File: src/rtl/age_ordered_unit_arbiter.sv
// age_ordered_unit_arbiter: lends NUM_UNITS shared execution units to NUM_PORTS
// requesters, oldest issue ID first (wrap-aware), with exclusive hold and forced timeout.
`default_nettype none

module age_ordered_unit_arbiter #(
   parameter int NUM_PORTS = 2,
   parameter int NUM_UNITS = 4,
   parameter int ID_WIDTH  = 16,
   parameter int MAX_HOLD  = 15
) (
   input  logic                                                   clk,
   input  logic                                                   rst_n,
   input  logic [NUM_PORTS-1:0]                                   req_valid,
   input  logic [NUM_PORTS-1:0][ID_WIDTH-1:0]                     req_id,
   input  logic [NUM_PORTS-1:0]                                   release_unit,
   input  logic                                                   flush,
   output logic [NUM_PORTS-1:0]                                   grant,
   output logic [NUM_PORTS-1:0][(NUM_UNITS > 1 ? $clog2(NUM_UNITS) : 1)-1:0] grant_unit,
   output logic [NUM_UNITS-1:0]                                   unit_busy,
   output logic [NUM_PORTS-1:0]                                   hold_timeout
);

   localparam int UW = (NUM_UNITS > 1) ? $clog2(NUM_UNITS) : 1;
   localparam int CW = $clog2(MAX_HOLD + 1);

   typedef enum logic [1:0] {
      S_IDLE = 2'd0,
      S_WAIT = 2'd1,
      S_HELD = 2'd2
   } state_t;

   state_t          state    [NUM_PORTS];
   logic [CW-1:0]   hold_cnt [NUM_PORTS];
   logic [CW-1:0]   cnt_inc  [NUM_PORTS];
   logic [NUM_PORTS-1:0] eligible;
   logic [NUM_PORTS-1:0] win;
   logic [UW-1:0]   win_unit [NUM_PORTS];
   int              rank     [NUM_PORTS];
   logic [NUM_UNITS-1:0] avail;

   // a is older than b when (a - b) read as signed is negative; ties go to the lower index
   function automatic logic older(input logic [ID_WIDTH-1:0] a, input logic [ID_WIDTH-1:0] b,
                                  input int ia, input int ib);
      logic [ID_WIDTH-1:0] diff;
      diff  = a - b;
      older = diff[ID_WIDTH-1] || ((diff == '0) && (ia < ib));
   endfunction

   function automatic logic [UW-1:0] lowest_free(input logic [NUM_UNITS-1:0] m);
      lowest_free = '0;
      for (int u = NUM_UNITS - 1; u >= 0; u--) begin
         if (m[u]) lowest_free = UW'(u);
      end
   endfunction

   always_comb begin
      eligible = '0;
      win      = '0;
      avail    = ~unit_busy;
      for (int p = 0; p < NUM_PORTS; p++) begin
         eligible[p] = req_valid[p] && (state[p] != S_HELD);
         win_unit[p] = '0;
         rank[p]     = 0;
         cnt_inc[p]  = hold_cnt[p] + 1'b1;
      end
      for (int p = 0; p < NUM_PORTS; p++) begin
         for (int q = 0; q < NUM_PORTS; q++) begin
            if (q != p && eligible[q] && older(req_id[q], req_id[p], q, p)) rank[p] = rank[p] + 1;
         end
      end
      // Allocate in rank order so units are never double-assigned, even if ranks collide
      for (int k = 0; k < NUM_PORTS; k++) begin
         for (int p = 0; p < NUM_PORTS; p++) begin
            if (eligible[p] && (rank[p] == k) && (avail != '0)) begin
               win[p]      = 1'b1;
               win_unit[p] = lowest_free(avail);
               avail[lowest_free(avail)] = 1'b0;
            end
         end
      end
   end

   always_ff @(posedge clk or negedge rst_n) begin
      if (!rst_n) begin
         grant        <= '0;
         grant_unit   <= '0;
         unit_busy    <= '0;
         hold_timeout <= '0;
         for (int p = 0; p < NUM_PORTS; p++) begin
            state[p]    <= S_IDLE;
            hold_cnt[p] <= '0;
         end
      end else begin
         hold_timeout <= '0;
         if (flush) begin
            grant      <= '0;
            grant_unit <= '0;
            unit_busy  <= '0;
            for (int p = 0; p < NUM_PORTS; p++) begin
               state[p]    <= S_IDLE;
               hold_cnt[p] <= '0;
            end
         end else begin
            for (int p = 0; p < NUM_PORTS; p++) begin
               case (state[p])
                  S_IDLE, S_WAIT: begin
                     if (win[p]) begin
                        state[p]               <= S_HELD;
                        grant[p]               <= 1'b1;
                        grant_unit[p]          <= win_unit[p];
                        unit_busy[win_unit[p]] <= 1'b1;
                        hold_cnt[p]            <= '0;
                     end else if (req_valid[p]) begin
                        state[p] <= S_WAIT;
                     end else begin
                        state[p] <= S_IDLE;
                     end
                  end
                  S_HELD: begin
                     if (release_unit[p] || !req_valid[p] || (cnt_inc[p] == CW'(MAX_HOLD))) begin
                        state[p]                 <= S_IDLE;
                        grant[p]                 <= 1'b0;
                        grant_unit[p]            <= '0;
                        unit_busy[grant_unit[p]] <= 1'b0;
                        hold_cnt[p]              <= '0;
                        hold_timeout[p]          <= req_valid[p] && !release_unit[p];
                     end else begin
                        hold_cnt[p] <= cnt_inc[p];
                     end
                  end
                  default: begin
                     state[p] <= S_IDLE;
                  end
               endcase
            end
         end
      end
   end

endmodule

`default_nettype wire

File: config.mk
export PLATFORM = sky130hd
export DESIGN_NAME = age_ordered_unit_arbiter
export DESIGN_NICKNAME = d
export VERILOG_FILES = /design/src/rtl/age_ordered_unit_arbiter.sv
export SDC_FILE = /design/constraint.sdc
export NUM_CORES = 1
export LEC_CHECK = 0
export BUFFER_PORTS_ARGS = -buffer_cell sky130_fd_sc_hd__buf_2
export CAP_MARGIN = 20
export CORE_MARGIN = 1.5
export CORE_UTILIZATION = 30
export DETAILED_ROUTE_END_ITERATION = 16
export REMOVE_ABC_BUFFERS = 1
export SYNTH_ARGS = -nofsm -noshare
export SYNTH_HDL_FRONTEND = slang
export SYNTH_SLANG_ARGS = --single-unit
File: constraint.sdc
create_clock -name clk -period 3.4 [get_ports clk]
set_clock_uncertainty 0.05 [all_clocks]
set_input_delay 0.51 -clock clk [delete_from_list [all_inputs] [get_ports clk]]
set_output_delay 0.51 -clock clk [all_outputs]
set_load 0.005 [all_outputs]
======== After elaboration in Yosys (flattened, before gate mapping) ========
Index checks and enable logic that the tools add are counted.
operators by class
  add/subtract/negate cells ............... 4
  magnitude comparators ................... 14
  equality and inequality tests ........... 14
  multiplexer cells ....................... 87
  bitwise gates (word level) .............. 13
  reduce and logical (&&, ||, !) cells .... 47
operators by type and width
  cell                                                                          number
  32-bit logical NOT                                                            2
  2-bit 2-to-1 mux                                                              31
  4-bit 2-to-1 mux                                                              15
  4-bit case mux with 2 select lines                                            4
  16-bit subtractor                                                             2
  4-bit NOT                                                                     6
  1-bit 2-to-1 mux                                                              23
  1-bit logical AND                                                             21
  2-bit by 3-bit less-than comparator with 1-bit output, second input constant  7
  4-bit AND                                                                     5
  16-bit logical NOT                                                            1
  2-bit case mux with 2 select lines                                            4
  4-bit nonzero test                                                            4
  1-bit demux with 2-bit select                                                 7
  2-bit by 1-bit >= comparator with 1-bit output, second input constant         7
  3-bit inequality test, second input constant                                  4
  4-bit by 1-bit adder with 4-bit output, second input constant                 2
  4-bit == test, second input constant                                          2
  8-bit 2-to-1 mux                                                              1
  4-bit bitwise OR                                                              2
  3-bit AND reduction                                                           2
  3-bit nonzero test                                                            2
  1-bit logical OR                                                              5
  2-bit by 1-bit == test with 1-bit output, second input constant               2
  8 further kinds                                                               18
word-level totals
  bits in registers ....................... 24
  input port bits ......................... 39

======== Longest topological paths before layout ========
Gate-level depths: netlist (run 1).
  word-level depth ........................ 52
  depth in mapped cells ................... 16

======== Least setup slack after synthesis (run 1) ========
No wires, ideal clock.
  path type ............................... input-to-reg
  start ................................... in req_id[12] (netlist name)
  end ..................................... reg unit_busy[1]
  setup time .............................. 0.133 ns
  arrival time ............................ 3.406 ns
  slack ................................... -0.189 ns
  stages .................................. 16
  path buffers ............................ 2
  path through ............................ inv_1 ha_1 buf_2 a21o_1 a21o_1 or3_1 o221a_1 xnor2_1 a41oi_2 buf_6 nor2_4 o311ai_0 a221oi_2 a32oi_2 and2_1 o32ai_2
between the ends
  word-level cells in the longest chain between the ends .. 44
  elaborated cells between the ends (all ways) .. 82
RTL lines
  what                                                                                                                                                  RTL line  text
  start, declared                                                                                                                                       14        input logic [NUM_PORTS-1:0][ID_WIDTH-1:0] req_id,
  16-bit subtractor                                                                                                                                     45        diff = a - b;
  1-bit logical AND                                                                                                                                     68        if (q != p && eligible[q] && older(req_id[q], req_id[p], q, p)) rank[p] = rank[p] + 1;
  1-bit 2-to-1 mux                                                                                                                                      68
  32-bit logical NOT                                                                                                                                    74        if (eligible[p] && (rank[p] == k) && (avail != '0)) begin
  1-bit logical AND (2 in series)                                                                                                                       74
  4-bit 2-to-1 mux                                                                                                                                      74
  2-bit 2-to-1 mux (4 in series)                                                                                                                        52        if (m[u]) lowest_free = UW'(u);
  2-bit 2-to-1 mux                                                                                                                                      74
  [24 not listed]                                                                                                                                       n/a
  2-bit by 3-bit less-than comparator with 1-bit output (implied by the code) / 2-bit by 1-bit >= comparator with 1-bit output (equally long branches)  111       unit_busy[win_unit[p]] <= 1'b1;
  1-bit logical AND (implied by the code)                                                                                                               111
  1-bit 2-to-1 mux (implied by the code)                                                                                                                111
  1-bit demux with 2-bit select                                                                                                                         111
  4-bit bitwise OR (no line)                                                                                                                            n/a
  4-bit 2-to-1 mux                                                                                                                                      107       if (win[p]) begin
  4-bit case mux with 2 select lines (*)                                                                                                                105       case (state[p])
  4-bit 2-to-1 mux (*)                                                                                                                                  95        if (flush) begin
  end signal, assigned                                                                                                                                  98        unit_busy <= '0;
  end signal, assigned by index                                                                                                                         111
  end signal, assigned by index                                                                                                                         124       unit_busy[grant_unit[p]] <= 1'b0;
  end, declared                                                                                                                                         19        output logic [NUM_UNITS-1:0] unit_busy,
Mark *: on every way between the ends. The rest lies on a longest branch, timed or not. The select of a mux whose other input is x is not followed.
A chain may end at the register's enable or synchronous reset.

======== Worst setup path after layout (run 1) ========
  start ................................... in req_id[10] (netlist name)
  end ..................................... reg unit_busy[2]
Same word-level chain as after synthesis.

==> run summary, run 1 <==
• **result of the run** complete, but fails checks
• **failing checks** negative setup slack
• **number of global-route vias before repair** 3,594
• **fmax** 285 MHz
• **Worst R2R Start** state[3]$_DFFE_PN0P_
• **most common cell after layout, fill and taps aside** sky130_fd_sc_hd__buf_4
• **post-synthesis share of cell area spent on full adders, half adders and majority gates** 0.132
• **fraction of synthesized area in multiplexers** 0.00340
• **Wirelength per Cell** 15.5 microns
• **power per unit of standard cell area** 285 nW/um^2
• **Clock power frac** 0.136
• **clock period minus worst slack** 3510 ps
• **area share of and/or/nand/nor cells after synthesis** 0.209
• **Setup crit end** unit_busy[2]$_DFF_PN0_
• **cell depth of the worst flop-to-flop path** 13
• **number of instances in the synthesized netlist** 411
• **number of antenna violations at the first check in global routing** 0
• **Antenna Diode Count** 0
• **H-tree depth reported by CTS** 1
• **Final Power** 1.44 mW
• **clock tree from TritonCTS** done
• **sequential share of power** 0.226
• **post-DP HPWL** 7620 microns
• **DRC viols** 0
• **cts bufs inserted** 3
• **worst skew pair latency** 260 ps
• **signed area change from the synthesized netlist to the final layout** 52.3%
• **leakage power of the design** 2.21 nW
• **starting density of the core** 0.307
• **cell at the root of the clock tree** sky130_fd_sc_hd__clkbuf_8
• **number of buffers added on ports** 50
• **number of synthesized flops with an enable pin** 0
• **largest family of logic cells by synthesized area** compound AO/OA/AOI/OAI gates
• **y dimension of the die** 108 microns
• **clock sink count** 24
• **area of the die** 11,700 sq um
• **top library cells by usage in the layout, fill and taps aside** sky130_fd_sc_hd__buf_4 (74), sky130_fd_sc_hd__inv_1 (39), sky130_fd_sc_hd__buf_2 (39), sky130_fd_sc_hd__nand2_1 (31), sky130_fd_sc_hd__dfrtp_1 (24)
• **first-pass GRT wire length** 16,900 microns
• **unrepaired setup endpoints after global routing** true
• **share of synthesized area occupied by flip-flops and latches** 0.181
• **largest vdd supply drop** 0.176 mV
• **data arrival time of the critical path** 3610 ps
• **proportion of total power due to net switching** 0.413
• **net switching power** 593 uW
• **ratio of routed vias to standard cells** 5.38
• **Critical Path Start** req_id[10]
• **NumNets Final** 609
• **total setup violations reported at the end of the flow** 13
• **core region area** 10,800 sq um
• **final worst-path setup slack** -113 ps
• **post-placement setup slack** -604 ps
• **warnings from Yosys** 0
• **critical path fanouts, max** 6
• **area fraction in compound gates after synthesis** 0.368
• **Final period util** 1.03
• **width of the die** 108 microns
• **max-cap violation count** 0
• **global-route total usage across every layer** 0.175
• **1st-pass router iterations** 5
• **FF+latch count, synth** 24
• **Clock Path Buffers** 2
• **Worst Max-Slew Pin Slew** 548 ps
• **relative contribution of combinational cells to total power** 0.638
• **remaining antenna violation count after routing** 0
• **routability-driven placement congestion ratio** 0.949
• **# IOs** 51
• **Synth async-reset ratio** 1.00
• **aggregate routed wire length** 10,500 microns
• **Via Count** 3,629
• **synthesized-area fraction occupied by xor and xnor cells** 0.0291
• **Reg2Reg Capture Point** unit_busy[2]$_DFF_PN0_
• **dominant register cell in the synthesized netlist** sky130_fd_sc_hd__dfrtp_1
• **Worst setup EP type** register
• **Final Hold Vio Count** 0
• **post-synthesis cell type count** 92
• **kind of critical path** input pin to register
• **critical path startpoint category** input pin
• **Clk pin slew, worst setup/hold paths** 90 ps
• **post-synthesis cell area** 3310 sq um
• **Avg Cell Area, Syn** 8.05 sq um
• **fraction of layout instances using a drive strength above 1** 0.464
• **final sum of negative setup slack** -604 ps
• **Internal** 844 uW
• **placement row count** 38
• **largest net degree at the start of global routing** 25
• **number of hold buffers added after CTS** 0
• **DRT iter0 DRCs** 206
• **type of the most critical hold path** input pin to asynchronous set/reset pin
• **Slew Limit Headroom** 0.635
• **pins over their slew limit** 0
• **critical path data required time** 3500 ps
• **flop-to-flop setup slack** 400 ps
• **GRT overflow** 0
-- how the worst min path moves through the flow --
stage	startpoint	to	cells after the start
2_1_floorplan	rst_n	grant[0]$_DFFE_PN0P_	0
6_report	rst_n	hold_timeout[1]$_DFF_PN0_	1
3_3_place_gp	grant[1]$_DFFE_PN0P_	grant[1]$_DFFE_PN0P_	1
4_1_cts	rst_n	hold_timeout[1]$_DFF_PN0_	1
5_1_grt	rst_n	hold_timeout[1]$_DFF_PN0_	1
3_5_place_dp	grant[1]$_DFFE_PN0P_	grant[1]$_DFFE_PN0P_	1
-- power groups by stage --
stage	Clock (mW)	Combinational, mW	Sequential (mW)
6_report	0.195	0.917	0.325
5_1_grt	0.209	0.986	0.327
4_1_cts	0.202	0.845	0.325
3_5_place_dp	0	0.716	0.330
3_3_place_gp	0	0.708	0.330
2_1_floorplan	0	0.408	0.335
-- cells by family after synthesis --
group / after synthesis
AOI/OAI and AO/OA: 152
and+or+nand+nor: 124
buffers and inverters: 64
adders and majority gates: 35
DFF: 24
xor gates and xnor gates: 11
muxes: 1
-- layer usage --
| metal | track usage | vias up | share of wire |
|---|---|---|---|
| met5 | 0 | - | 0 |
| met4 | 0.0169 | 0 | 0.011 |
| met3 | 0.0145 | 16 | 0.032 |
| met2 | 0.339 | 100 | 0.53 |
| met1 | 0.216 | 1745 | 0.42 |
| li1 | - | 1768 | - |
-- sequential cells by signal, indices dropped and copies added, names as in the netlist --
signal / count
grant_unit: 4
grant: 2
state: 4
hold_timeout: 2
hold_cnt: 8
unit_busy: 4
-- repair_timing --
item                                    CTS  global route
pin swaps                                56            33
gates resized for setup                 103            41
endpoints found under the setup margin   21            21
buffers inserted                         10             1
-- cell type report --
class	instances	area, sq um
Clock buffer	4	55.1
Fill cell	990	5750
Inverter	48	190
Multi-Input combinational cell	323	2990
Sequential cell	24	601
Tap cell	140	175
Timing Repair Buffer	136	1030
-- synth_stat cells, drive strengths merged, types with 3 or more instances --
cell,n,area [sq um]
o2bb2ai,6,52.6
nor2b,5,31.3
xor2,3,26.3
nand2b,9,63.8
a21o,8,60.1
a31oi,6,43.8
a211o,4,36.3
or3,5,31.3
nor4,3,25.0
nand3b,3,22.5
nand2,33,126
and3,5,31.3
dfrtp,24,601
o211ai,7,57.6
a22oi,6,63.8
inv,48,180
ha,34,425
xnor2,8,70.1
and2,6,37.5
a211oi,6,55.1
buf,9,50.0
nand4,5,37.5
a41oi,3,33.8
nand3,9,55.1
o32ai,4,57.6
o21ai,24,128
o21a,6,52.6
clkbuf,7,26.3
o22ai,6,43.8
a21oi,34,185
o2111ai,4,35.0
nor2,24,100
nor3,10,66.3
-- metrics by stage --
step / cells / hold slack [ps] / utilization / area, sq um
2_1_floorplan: 395 / 164 / - / 3230
3_3_place_gp: 662 / 410 / 0.394 / 4250
3_5_place_dp: 662 / 426 / 0.394 / 4250
4_1_cts: 675 / 189 / 0.449 / 4850
5_1_grt: 675 / 213 / 0.467 / 5040
6_report: 675 / 167 / 0.467 / 5040
-- worst max-delay path, cell delays in order --
cell	delay, ps
sky130_fd_sc_hd__buf_2	120
sky130_fd_sc_hd__buf_4	140
sky130_fd_sc_hd__ha_4	150
sky130_fd_sc_hd__buf_4	130
sky130_fd_sc_hd__a21o_1	190
sky130_fd_sc_hd__or3_1	380
sky130_fd_sc_hd__o221a_1	250
sky130_fd_sc_hd__xnor2_1	140
sky130_fd_sc_hd__a41oi_2	170
sky130_fd_sc_hd__buf_6	170
sky130_fd_sc_hd__buf_8	140
sky130_fd_sc_hd__a311o_1	200
sky130_fd_sc_hd__o211ai_1	130
sky130_fd_sc_hd__a221oi_2	350
sky130_fd_sc_hd__a32oi_2	140
sky130_fd_sc_hd__a21oi_2	200
sky130_fd_sc_hd__o32ai_4	110
Note: power is estimated with default switching activity, not from simulation.
==> inputs of run 2 (changes only) <==
CTS_BUF_LIST = sky130_fd_sc_hd__clkbuf_4   (was not set)
==> run summary, run 2 (synthesis results as in run 1) <==
• **Worst Max-Slew Pin Slew** 546 ps, -1.36 ps
• **area of the die** 11,700 sq um, unchanged
• **largest vdd supply drop** 0.159 mV, -9.7%
• **DRC viols** 0, unchanged
• **starting density of the core** 0.307, unchanged
• **proportion of total power due to net switching** 0.432, +0.0193
• **pins over their slew limit** 0, unchanged
• **type of the most critical hold path** input pin to asynchronous set/reset pin
• **cell at the root of the clock tree** sky130_fd_sc_hd__clkbuf_4
• **number of cells after detailed placement** 662, unchanged
• **Worst setup EP type** register
• **flip-flop count of the largest register, all copies and words added** 8, unchanged
• **CP most frequent cell** sky130_fd_sc_hd__buf_6
• **core region area** 10,800 sq um, unchanged
• **routability-driven placement congestion ratio** 0.949, unchanged
• **post-DP HPWL** 7620 microns, unchanged
• **remaining antenna violation count after routing** 0, unchanged
• **y dimension of the die** 108 microns, unchanged
• **sequential share of power** 0.232, +0.006
• **GRT overflow** 0, unchanged
• **master of the slowest instance on the critical path** sky130_fd_sc_hd__nor4_4
• **top library cells by usage in the layout, fill and taps aside** sky130_fd_sc_hd__buf_4 (80), sky130_fd_sc_hd__inv_1 (39), sky130_fd_sc_hd__buf_2 (35), sky130_fd_sc_hd__nand2_1 (29), sky130_fd_sc_hd__dfrtp_1 (24)
• **failing checks** negative setup slack
• **critical path fanouts, max** 7, +1
• **Cell Chain, Critical Path** buf_6, buf_4, ha_2, a21oi_2, o21ai_4, o21a_1, o22a_1, nor4_4, a41oi_2, buf_6, buf_8, a311o_1, o211ai_1, a221oi_2, a32oi_2, and2_4, o32ai_4
• **Final Core Density** 0.474, +0.00696
• **final worst-path setup slack** -120 ps, -6.69 ps
• **relative contribution of combinational cells to total power** 0.674, +0.036
• **result of the run** complete, but fails checks
• **critical path startpoint category** input pin
• **cts bufs inserted** 3, unchanged
• **NumNets Final** 612, +0.49%
• **Internal** 797 uW, -5.6%
• **max-cap violation count** 0, unchanged
• **cell family contributing the most delay on the critical path** compound AO/OA/AOI/OAI gates
• **CP Buf/Inv Count** 4, -1
• **clock tree from TritonCTS** done
• **Post-Layout Cell Count** 678, +0.44%
• **worst skew pair latency** 310 ps, +50 ps
• **most common cell after layout, fill and taps aside** sky130_fd_sc_hd__buf_4
• **critical path data required time** 3540 ps, +40 ps
• **clock sink count** 24, unchanged
• **net switching power** 606 uW, +2.2%
• **H-tree depth reported by CTS** 1, unchanged
• **unrepaired setup endpoints after global routing** true
• **DRT iter0 DRCs** 207, +0.49%
• **# IOs** 51, unchanged
• **kind of critical path** input pin to register
• **clock period minus worst slack** 3520 ps, +6.69 ps
• **first-pass GRT wire length** 16,900 microns, about the same
• **leakage power of the design** 2.23 nW, +0.79%
• **data arrival time of the critical path** 3660 ps, +50 ps
• **Final period util** 1.04, +0.00197
• **placement row count** 38, unchanged
• **aggregate routed wire length** 10,700 microns, +2.3%
• **largest net degree at the start of global routing** 25, unchanged
• **Via Count** 3,658, +0.80%
• **Final Hold Vio Count** 0, unchanged
• **signed area change from the synthesized netlist to the final layout** 54.6%
• **Clock power frac** 0.094, -0.042
• **total setup violations reported at the end of the flow** 7, -6
• **number of global-route vias before repair** 3,632, +1.1%
• **1st-pass router iterations** 5, unchanged
• **Clk pin slew, worst setup/hold paths** 140 ps, +50 ps
• **Slew Limit Headroom** 0.636, +0.000907
• **global-route total usage across every layer** 0.175, -0.000506
• **ratio of routed vias to standard cells** 5.40, +0.35%
• **Clock Path Buffers** 2, unchanged
• **number of antenna violations at the first check in global routing** 0, unchanged
• **fmax** 284 MHz, -0.19%
• **number of buffers added on ports** 50, unchanged
• **delay contributed by the slowest stage of the critical path** 310 ps, -70 ps
• **Antenna Diode Count** 0, unchanged
• **width of the die** 108 microns, unchanged
• **fraction of layout instances using a drive strength above 1** 0.487, +0.0234
• **number of hold buffers added after CTS** 0, unchanged
• **power per unit of standard cell area** 274 nW/um^2, -3.8%
• **Wirelength per Cell** 15.8 microns, +1.8%
• **register with the most flip-flops** hold_cnt
## run 2: cell count changes in the layout (fill, tap and decap cells not counted), sizes merged
cell    previous run  this run
buf              136       139
clkbuf             4         3
clkinv             0         1
## run 2: path summary, 6_finish.rpt
kind,endpoint,startpoint,slack [ps],depth (start not counted)
hold reg to reg,hold_cnt[7]$_DFFE_PN0P_,hold_cnt[7]$_DFFE_PN0P_,460,2
min in group clk,state[2]$_DFFE_PN0P_,req_valid[0],390,3
max in group asynchronous,hold_cnt[5]$_DFFE_PN0P_,rst_n,2830,1
setup / recovery,unit_busy[1]$_DFF_PN0_,req_id[5],-120,17
setup reg to reg,unit_busy[2]$_DFF_PN0_,state[3]$_DFFE_PN0P_,420,11
hold / removal,hold_timeout[1]$_DFF_PN0_,rst_n,100,1
## run 2: power by group through the flow
stage	clock, mW	combinational [mW]	sequential [mW]
after global placement	0	0.708	0.330
final	0.132	0.946	0.325
after global routing	0.146	1.02	0.327
after CTS	0.137	0.810	0.325
after detailed placement	0	0.716	0.330
after floorplan	0	0.408	0.335
## run 2: area by class of cell
| class | count | area [sq um] |
|---|---|---|
| Clock buffer | 3 | 22.5 |
| Clock inverter | 1 | 3.75 |
| Fill cell | 979 | 5680 |
| Inverter | 48 | 190 |
| Multi-Input combinational cell | 323 | 3060 |
| Sequential cell | 24 | 601 |
| Tap cell | 140 | 175 |
| Timing Repair Buffer | 139 | 1060 |
## run 2: per-layer routing
metal	track usage	up-vias	wire length [microns]
met5	0	-	0
met4	0.0263	0	229
met3	0.0151	24	331
met2	0.332	112	5690
met1	0.216	1753	4460
li1	-	1769	-
## run 2: repair_timing
| action | 4_1_cts | 5_1_grt |
|---|---|---|
| buffers inserted | 6 | 6 |
| pin swaps | 33 | 45 |
| gates resized for setup | 63 | 96 |
| endpoints found under the setup margin | 20 | 21 |
## run 2: metrics by stage
stage | setup WS (ps) | power [mW] | hold slack (ps) | instance area, sq um | TNS [ps]
finish | -120 | 1.40 | 102 | 5120 | -507
global route | -226 | 1.49 | 132 | 5120 | -1690
CTS | -1.13 | 1.27 | 118 | 4640 | -1.13
detailed placement | -604 | 1.05 | 426 | 4250 | -10520
global placement | -543 | 1.04 | 410 | 4250 | -8860
floorplan | -482 | 0.743 | 164 | 3230 | -8990
